**config.mk**
```make
export PLATFORM = sky130hd
export DESIGN_NAME = food_placer_flat
export DESIGN_NICKNAME = d
export VERILOG_FILES = /design/src/rtl/food_placer_if.sv /design/src/rtl/food_placer.sv /design/src/flat_wrapper.sv
export SDC_FILE = /design/constraint.sdc
export NUM_CORES = 1
export LEC_CHECK = 0
export CORE_ASPECT_RATIO = 1.25
export CORE_UTILIZATION = 55
export CTS_CLUSTER_SIZE = 16
export DETAILED_ROUTE_END_ITERATION = 10
export GPL_ROUTABILITY_DRIVEN = 1
export PLACE_DENSITY_LB_ADDON = 0.25
export SLEW_MARGIN = 10
export SYNTH_ARGS = -nofsm -noshare
export SYNTH_HDL_FRONTEND = slang
export SYNTH_SLANG_ARGS = --single-unit
```
**constraint.sdc**
```tcl
create_clock -name clk -period 10.4 [get_ports clk]
set_clock_uncertainty 0.05 [all_clocks]
set_input_delay 2.08 -clock clk [delete_from_list [all_inputs] [get_ports clk]]
set_output_delay 2.08 -clock clk [all_outputs]
set_load 0.1 [all_outputs]
```
**src/rtl/food_placer_if.sv**
```systemverilog
// Handshake bundle between the food placer, the game FSM / random source,
// and the snake body position RAM.
interface food_placer_if #(
    parameter int unsigned MAX_LEN = 32
);
    localparam int unsigned AW = $clog2(MAX_LEN);

    logic [7:0]    rnd_num;
    logic          place_req;
    logic [5:0]    snake_len;
    logic [AW-1:0] body_rd_addr;
    logic [7:0]    body_rd_data;
    logic [7:0]    food_pos;
    logic          food_valid;
    logic          busy;
    logic          place_fail;

    modport master (
        output rnd_num, place_req, snake_len, body_rd_data,
        input  body_rd_addr, food_pos, food_valid, busy, place_fail
    );

    modport slave (
        input  rnd_num, place_req, snake_len, body_rd_data,
        output body_rd_addr, food_pos, food_valid, busy, place_fail
    );
endinterface

```
**src/rtl/food_placer.sv**
```systemverilog
// Picks a food cell from the random code stream, rejecting off-board codes
// and codes that land on any snake body segment.
module food_placer #(
    parameter int unsigned MAX_LEN   = 32,
    parameter int unsigned MAX_RETRY = 16
) (
    input  logic          clk,
    input  logic          rst,
    food_placer_if.slave  bus
);
    localparam int unsigned AW = $clog2(MAX_LEN);
    localparam int unsigned LW = AW + 1;
    localparam int unsigned RW = $clog2(MAX_RETRY) + 1;

    typedef enum logic [2:0] {
        IDLE,
        SAMPLE,
        SCAN,
        TAIL,
        DONE
    } state_t;

    state_t        state_q,      state_d;
    logic [LW-1:0] len_q,        len_d;
    logic [RW-1:0] retry_q,      retry_d;
    logic [7:0]    cand_q,       cand_d;
    logic [AW-1:0] idx_q,        idx_d;
    logic          cmp_v_q,      cmp_v_d;
    logic [7:0]    food_pos_q,   food_pos_d;
    logic          food_valid_q, food_valid_d;
    logic          busy_q,       busy_d;
    logic          place_fail_q, place_fail_d;

    logic          draw_fail;
    logic          hit;
    logic          last_idx;
    logic [31:0]   len_req;
    logic [31:0]   len_clamp;

    // Playfield cells: rows 1..8, columns 2..9 of the decimal code.
    function automatic logic code_ok(input logic [7:0] code);
        logic [7:0] row;
        logic [7:0] col;
        row = code / 8'd10;
        col = code % 8'd10;
        return (row >= 8'd1) && (row <= 8'd8) && (col >= 8'd2);
    endfunction

    assign len_req   = 32'(bus.snake_len);
    assign len_clamp = (len_req > MAX_LEN) ? MAX_LEN : len_req;
    assign hit       = cmp_v_q && (bus.body_rd_data == cand_q);
    assign last_idx  = ({1'b0, idx_q} == (len_q - LW'(1)));

    always_comb begin
        state_d      = state_q;
        len_d        = len_q;
        retry_d      = retry_q;
        cand_d       = cand_q;
        idx_d        = idx_q;
        cmp_v_d      = 1'b0;
        food_pos_d   = food_pos_q;
        food_valid_d = food_valid_q;
        busy_d       = busy_q;
        place_fail_d = 1'b0;
        draw_fail    = 1'b0;

        case (state_q)
            IDLE, DONE: begin
                if (bus.place_req) begin
                    len_d        = LW'(len_clamp);
                    retry_d      = '0;
                    food_valid_d = 1'b0;
                    busy_d       = 1'b1;
                    state_d      = SAMPLE;
                end
            end
            SAMPLE: begin
                cand_d = bus.rnd_num;
                if (!code_ok(bus.rnd_num)) begin
                    draw_fail = 1'b1;
                end else if (len_q == '0) begin
                    food_pos_d   = bus.rnd_num;
                    food_valid_d = 1'b1;
                    busy_d       = 1'b0;
                    state_d      = DONE;
                end else begin
                    idx_d   = '0;
                    state_d = SCAN;
                end
            end
            SCAN: begin
                // The address issued this cycle returns data next cycle.
                if (hit) begin
                    draw_fail = 1'b1;
                end else begin
                    cmp_v_d = 1'b1;
                    if (last_idx) begin
                        state_d = TAIL;
                    end else begin
                        idx_d = idx_q + AW'(1);
                    end
                end
            end
            TAIL: begin
                if (hit) begin
                    draw_fail = 1'b1;
                end else begin
                    food_pos_d   = cand_q;
                    food_valid_d = 1'b1;
                    busy_d       = 1'b0;
                    state_d      = DONE;
                end
            end
            default: state_d = IDLE;
        endcase

        if (draw_fail) begin
            if (retry_q == RW'(MAX_RETRY - 1)) begin
                place_fail_d = 1'b1;
                busy_d       = 1'b0;
                state_d      = IDLE;
            end else begin
                retry_d = retry_q + RW'(1);
                state_d = SAMPLE;
            end
        end
    end

    always_ff @(posedge clk) begin
        if (rst) begin
            state_q      <= IDLE;
            len_q        <= '0;
            retry_q      <= '0;
            cand_q       <= '0;
            idx_q        <= '0;
            cmp_v_q      <= 1'b0;
            food_pos_q   <= 8'd55;
            food_valid_q <= 1'b0;
            busy_q       <= 1'b0;
            place_fail_q <= 1'b0;
        end else begin
            state_q      <= state_d;
            len_q        <= len_d;
            retry_q      <= retry_d;
            cand_q       <= cand_d;
            idx_q        <= idx_d;
            cmp_v_q      <= cmp_v_d;
            food_pos_q   <= food_pos_d;
            food_valid_q <= food_valid_d;
            busy_q       <= busy_d;
            place_fail_q <= place_fail_d;
        end
    end

    assign bus.body_rd_addr = (state_q == SCAN) ? idx_q : '0;
    assign bus.food_pos     = food_pos_q;
    assign bus.food_valid   = food_valid_q;
    assign bus.busy         = busy_q;
    assign bus.place_fail   = place_fail_q;
endmodule

```
**src/flat_wrapper.sv**
```systemverilog
// flat-port wrapper written by rule: the top's interface ports become plain ports
module food_placer_flat 
#(
    parameter int unsigned MAX_LEN   = 32,
    parameter int unsigned MAX_RETRY = 16
)
  (clk, rst, bus_rnd_num, bus_place_req, bus_snake_len, bus_body_rd_data, bus_body_rd_addr, bus_food_pos, bus_food_valid, bus_busy, bus_place_fail);
  food_placer_if #(.MAX_LEN(MAX_LEN)) bus_i ();
  input  logic clk;
  input  logic rst;
  input wire logic [$bits(bus_i.rnd_num)-1:0] bus_rnd_num;
  input wire logic [$bits(bus_i.place_req)-1:0] bus_place_req;
  input wire logic [$bits(bus_i.snake_len)-1:0] bus_snake_len;
  input wire logic [$bits(bus_i.body_rd_data)-1:0] bus_body_rd_data;
  output wire logic [$bits(bus_i.body_rd_addr)-1:0] bus_body_rd_addr;
  output wire logic [$bits(bus_i.food_pos)-1:0] bus_food_pos;
  output wire logic [$bits(bus_i.food_valid)-1:0] bus_food_valid;
  output wire logic [$bits(bus_i.busy)-1:0] bus_busy;
  output wire logic [$bits(bus_i.place_fail)-1:0] bus_place_fail;
  assign bus_i.rnd_num = bus_rnd_num;
  assign bus_i.place_req = bus_place_req;
  assign bus_i.snake_len = bus_snake_len;
  assign bus_i.body_rd_data = bus_body_rd_data;
  assign bus_body_rd_addr = bus_i.body_rd_addr;
  assign bus_food_pos = bus_i.food_pos;
  assign bus_food_valid = bus_i.food_valid;
  assign bus_busy = bus_i.busy;
  assign bus_place_fail = bus_i.place_fail;
  food_placer #(.MAX_LEN(MAX_LEN), .MAX_RETRY(MAX_RETRY)) u_core (.clk(clk), .rst(rst), .bus(bus_i));
endmodule
```
==> out/metrics.cfg, run 1 <==
[critical_path]
r2r_start=u_core.cand_q[3]
crit_path_start=bus_rnd_num[4]
startpoint_type=input pin
cpMostUsedCell=nor4_1
crit_fanout=26
crit_chain=clkdlybuf4s50_1 -> xnor2_1 -> a21oi_1 -> o211ai_1 -> a22oi_1 -> ha_1 -> nor4_1 -> nor4_1 -> o31a_1 -> nor4_4 -> or2_1 -> a31oi_1
crit_arrival_ps=6080
cp-end-kind=flip-flop
criticalPathCategory=in -> reg
slowest_delay_ps=870
slowest_stage=clkdlybuf4s50_1
crit_required_ps=10510

[clocking]
cts_repair_resize_count=0
clk-insertion-delay-late_ps=300
clk_pin_slew_ps=80
htreeDepth=2
cts_hold_buf=0
root_buffer=clkbuf_8
clock_path_buffers=2
post-cts-setup-buffer-count=0
cts_inserted_buffers=5
cts_tree=built
cts_sinks=39

[synth]
avgSynthCellArea_um2=7.84
yosysTopAreaCell=dfxtp_1
synth_seq_cells=39
syn_area_mm2=0.00285
synth_async_sr_flop_share_pct=0
synth_top_area_share_pct=27.4
ys_top_cells_by_area=dfxtp_1 27%, nand2_1 4.9%, xor2_1 4.6%, a21oi_1 4.2%, nor2_1 3.6%
syn_inst=364
synth_fp_nets=395
synth_flop_cell=dfxtp_1
seq_area_frac_synth_pct=27.4
synth_edf_count=0
synth_cell_types=58
yosys_warnings=0

[final_layout]
nets=416
drive_gt1_share_pct=4.92
diodes=0
fillerInstances=428
regArea_um2=781
syn_to_final_growth_pct=16.2
multi_input_area_mm2=0.00188

[run]
drv_cap=0

[global_routing]
grt_usage_pct=25.9
grt_pass1_wl_um=10900
use_met1_pct=30.8
grt_util_met3_pct=3.98
antenna_found_initial=0
grt-ovfl-total=0
grt_pass1_vias=2473
grt_max_degree=36
use_met2_pct=46.4
top_usage_layer=met2

[floorplanning]
die_h_um=82.5
die_area_mm2=0.00548
core_mm2=0.00487
rows=28
io_pins=41
die_w_um=66.4
initial_utilization_pct=58.6

[sta]
worst_pin_slew_ps=989
hold_ws_ps=415
slew_violations=0
post-route-period-util_pct=57.5
period_needed_ps=5980
relSlewSlack_pct=33.8
finalSetupViolations=0
fin_setup_tns_ps=0
finalHoldViolations=0
rsz0062_at_grt=no
fmax_mhz=167

[hold_path]
hold_class=reg -> reg
min_from=u_core.bus.food_valid

[power]
cellLeakagePower_nw=1.26
irDropWorstVdd_uv=123
power_density_mw_per_mm2=127

[routing]
wl_um=6620
drc=0
drt_iter0_drc=133
num_vias=2719
detail_route.wl_per_cell_um=14.8
firstDrtPassIters=7
ant_nets=0
via_per_inst=6.10

[place]
gp_congestion=0.933
hpwl_um=4800
port_buffers=40

[run_status]
outcome=completed

cell usage after synthesis, types with 3 or more instances:
cell and count:
o31a_1 3, o211ai_1 3, and3_1 3, nand4_1 3, nor3b_1 10, buf_6 3
inv_1 14, a22oi_1 4, nand3_1 12, nand2_1 37, dfxtp_1 39, nor2b_1 5
xor2_1 15, nor2_1 27, nand3b_1 4, a311oi_1 4, a21o_1 3, xnor2_1 7
mux2i_1 10, a211oi_1 4, a31oi_1 9, buf_2 8, nand2b_1 10, clkbuf_1 14
nor4bb_1 3, o21ai_0 16, a21oi_1 24, nor3_1 11, nor4_1 13, ha_1 6
and2_1 7
placed cells by master (no fill, tap or decap), types with 3 or more instances in the layout:
| cell type | instances |
|---|---|
| a211oi_1 | 4 |
| a21o_1 | 3 |
| a21oi_1 | 24 |
| a22oi_1 | 4 |
| a311oi_1 | 4 |
| a31oi_1 | 9 |
| and2_1 | 7 |
| and3_1 | 3 |
| clkbuf_8 | 6 |
| clkdlybuf4s50_1 | 40 |
| dfxtp_1 | 39 |
| ha_1 | 6 |
| inv_1 | 14 |
| mux2i_1 | 10 |
| nand2_1 | 37 |
| nand2b_1 | 10 |
| nand3_1 | 12 |
| nand3b_1 | 4 |
| nand4_1 | 3 |
| nor2_1 | 27 |
| nor2b_1 | 5 |
| nor3_1 | 11 |
| nor3b_1 | 10 |
| nor4_1 | 13 |
| nor4bb_1 | 3 |
| o211ai_1 | 3 |
| o21ai_0 | 16 |
| o31a_1 | 3 |
| xnor2_1 | 7 |
| xor2_1 | 15 |
registers in the layout (all words and copies together) (netlist names), 3 cells and up:
| name | cells |
|---|---|
| u_core.idx_q | 5 |
| u_core.len_q | 6 |
| u_core.cand_q | 8 |
| u_core.bus.food_pos | 8 |
| u_core.retry_q | 5 |
| u_core.state_q | 3 |
worst paths after layout:
check	slack, ps	end	cells past startpoint
worst max register to register	7670	u_core.bus.busy	7
worst min register to register	420	u_core.bus.food_valid	2
worst min-delay path	420	u_core.bus.food_valid	2
worst max-delay path	4420	u_core.bus.food_pos[1]	12
kinds of logic after synthesis:
family | count (synthesis) | synth area share [%]
xor gates and xnor gates | 22 | 6.75
muxes | 11 | 3.90
buffers and inverters | 41 | 6.80
adders and majority gates | 6 | 2.63
and+or+nand+nor | 156 | 29.9
AOI/OAI and AO/OA | 89 | 22.7
DFF | 39 | 27.4
cell type report:
type | count | share of cell area (%)
Clock inverter | 2 | 1.17
Timing Repair Buffer | 41 | 12.3
Inverter | 14 | 1.58
Multi-Input combinational cell | 284 | 56.7
Tap cell | 60 | 2.26
Clock buffer | 6 | 2.49
Sequential cell | 39 | 23.5
report_power, final:
part / internal [mW] / switching (mW)
Clock: 0.0789 / 0.0553
Combinational: 0.0452 / 0.0750
Sequential: 0.158 / 0.00928
per-layer routing:
metal	up-vias	share of wire [%]	wire (um)
li1	1368	-	-
met1	1262	44	2900
met2	84	51	3350
met3	5	4.5	299
met4	0	1.1	74
met5	-	0	0
stage by stage:
stage | total power, mW | std cells | worst slack (ps) | utilization (%) | cell area [um2]
floorplan | 0.261 | 364 | 5380 | - | 2850
global placement | 0.288 | 438 | 4280 | 65.6 | 3200
detailed placement | 0.289 | 438 | 4150 | 65.6 | 3200
CTS | 0.423 | 446 | 4480 | 68.1 | 3320
global route | 0.442 | 446 | 4050 | 68.1 | 3320
finish | 0.421 | 446 | 4420 | 68.1 | 3320
critical path: cells and delay by family:
kind | cells | cell delay, ps
adders and majority gates | 1 | 230
AOI/OAI and AO/OA | 5 | 930
xor gates and xnor gates | 1 | 550
buffers and inverters | 1 | 870
and+or+nand+nor | 4 | 1430
Note: power is estimated with default switching activity, not from simulation.
==> inputs of run 2 (changes only) <==
- clock period: 10.4 -> 5.7 ns (I/O delays scaled with it)
==> run 2 against run 1 <==
  * Register-to-register slack worse by 4600 ps
  * Final cell count increased by 1.6%
  * Largest cell class unchanged
  * Via count up 1.5%
  * Largest power group unchanged
  * First-iteration DRC count rose by 21%
  * Sequential share of layout area fell by 0.37 points
  * Flip-flop and latch count unchanged
==> out/metrics.cfg, run 2 (synthesis gave the netlist of run 1 again) <==
[hold_path]
min_from=u_core.bus.food_valid
hold_class=reg -> reg
hold_depth=2
hold_end=u_core.bus.food_valid

[sta]
worst_pin_slew_ps=986
hold_ws_ps=423
relSlewSlack_pct=34.0
finalSetupViolations=0
post-route-period-util_pct=87.2
fmax_mhz=201
slew_violations=0
rsz0062_at_grt=no
fin_setup_tns_ps=0
finalHoldViolations=0
period_needed_ps=4970

[final_layout]
final_common_cell=clkdlybuf4s50_1
syn_to_final_growth_pct=18.1
fillerInstances=421
nets=423
diodes=0
final_cell_mix=40 x clkdlybuf4s50_1, 39 x dfxtp_1, 37 x nand2_1
regArea_um2=781
drive_gt1_share_pct=6.62
multi_input_area_mm2=0.00188

[global_routing]
top_usage_layer=met2
grt_pass1_vias=2512
grt-ovfl-total=0
grt_pass1_wl_um=11300
grt_max_degree=36
grt_usage_pct=26.5
use_met2_pct=48.6
antenna_found_initial=0
grt_util_met3_pct=3.43
use_met1_pct=31.3

[routing]
wl_um=6860
drc=0
firstDrtPassIters=4
num_vias=2761
via_per_inst=6.09
ant_nets=0
drt_iter0_drc=161
detail_route.wl_per_cell_um=15.1

[clocking]
htreeDepth=2
root_buffer=clkbuf_8
cts_hold_buf=0
post-cts-setup-buffer-count=0
clk_pin_slew_ps=80
cts_repair_resize_count=0
clock_path_buffers=2
cts_tree=built
clk-insertion-delay-late_ps=290
cts_sinks=39
cts_inserted_buffers=5

[place]
gp_congestion=0.890
port_buffers=40
hpwl_um=5070

[critical_path]
worst_r2r_endpoint=u_core.retry_q[0]
startpoint_type=input pin
crit_fanout=23
slowest_stage=clkdlybuf4s50_1
crit_required_ps=5850
crit_path_start=bus_rnd_num[6]
slowest_delay_ps=780
crit_arrival_ps=5120
reg2reg_depth=7
r2r_start=u_core.cand_q[3]
criticalPathCategory=in -> reg
rrSetupSlack_ps=3060
crit_chain=clkdlybuf4s50_1 -> or4b_1 -> o21ai_0 -> a22oi_1 -> ha_1 -> nor4_1 -> o21bai_1 -> a221oi_4 -> nor4_4 -> buf_4 -> or2_1 -> a2111oi_4
cp-end-kind=flip-flop

[floorplanning]
io_pins=41
initial_utilization_pct=58.6
die_area_mm2=0.00548
die_w_um=66.4
die_h_um=82.5
rows=28
core_mm2=0.00487

[power]
power_density_mw_per_mm2=229
cellLeakagePower_nw=1.29
irDropWorstVdd_uv=126
power_mw=0.772

[run]
drv_cap=0

[run_status]
outcome=completed

run 2: changes by cell type in the layout (fill, tap and decap cells not counted):
cell   delta
buf_4     +7
run 2: cell type report:
cell class	count	area share, %
clock buffer	6	2.45
clock inverter	2	1.15
inverter	14	1.56
multi-input combinational	284	55.8
sequential	39	23.2
tap	60	2.23
timing repair buffer	48	13.7
run 2: metrics by stage:
| stage | setup slack, ps | cells | util [%] | instance area, um2 |
|---|---|---|---|---|
| 2_1_floorplan | 1620 | 364 | - | 2850 |
| 3_3_place_gp | 652 | 445 | 66.7 | 3250 |
| 3_5_place_dp | 477 | 445 | 66.7 | 3250 |
| 5_1_grt | 390 | 453 | 69.2 | 3370 |
| 6_report | 728 | 453 | 69.2 | 3370 |
| 4_1_cts | 772 | 453 | 69.2 | 3370 |
run 2: worst max path at each step:
| stage | to | slack (ps) | cells past startpoint |
|---|---|---|---|
| after floorplan | u_core.bus.busy | 1620 | 14 |
| after global placement | u_core.bus.busy | 650 | 12 |
| after detailed placement | u_core.bus.busy | 480 | 12 |
| after CTS | u_core.bus.busy | 770 | 12 |
| after global routing | u_core.bus.busy | 390 | 13 |
| final | u_core.bus.busy | 730 | 12 |
run 2: critical path: cells and delay by family:
family	cells	cell delay (ps)
AND/OR/NAND/NOR	4	1560
AO/OA/AOI/OAI	5	1210
buffers and inverters	2	970
adder cells (fa/ha/maj)	1	230
run 2: where the power goes:
part | leakage [nW] | internal, mW | switching (mW)
logic | 0.914 | 0.0853 | 0.139
clock network | 0.0618 | 0.144 | 0.0987
registers | 0.317 | 0.288 | 0.0171
total | 1.29 | 0.517 | 0.255
run 2: layer usage:
metal  vias to the layer above  part of all wire, %
met2                        71                   51
met5                         -                    0
met4                         0                  1.8
li1                       1379                    -
met1                      1299                   43
met3                        12                  3.8
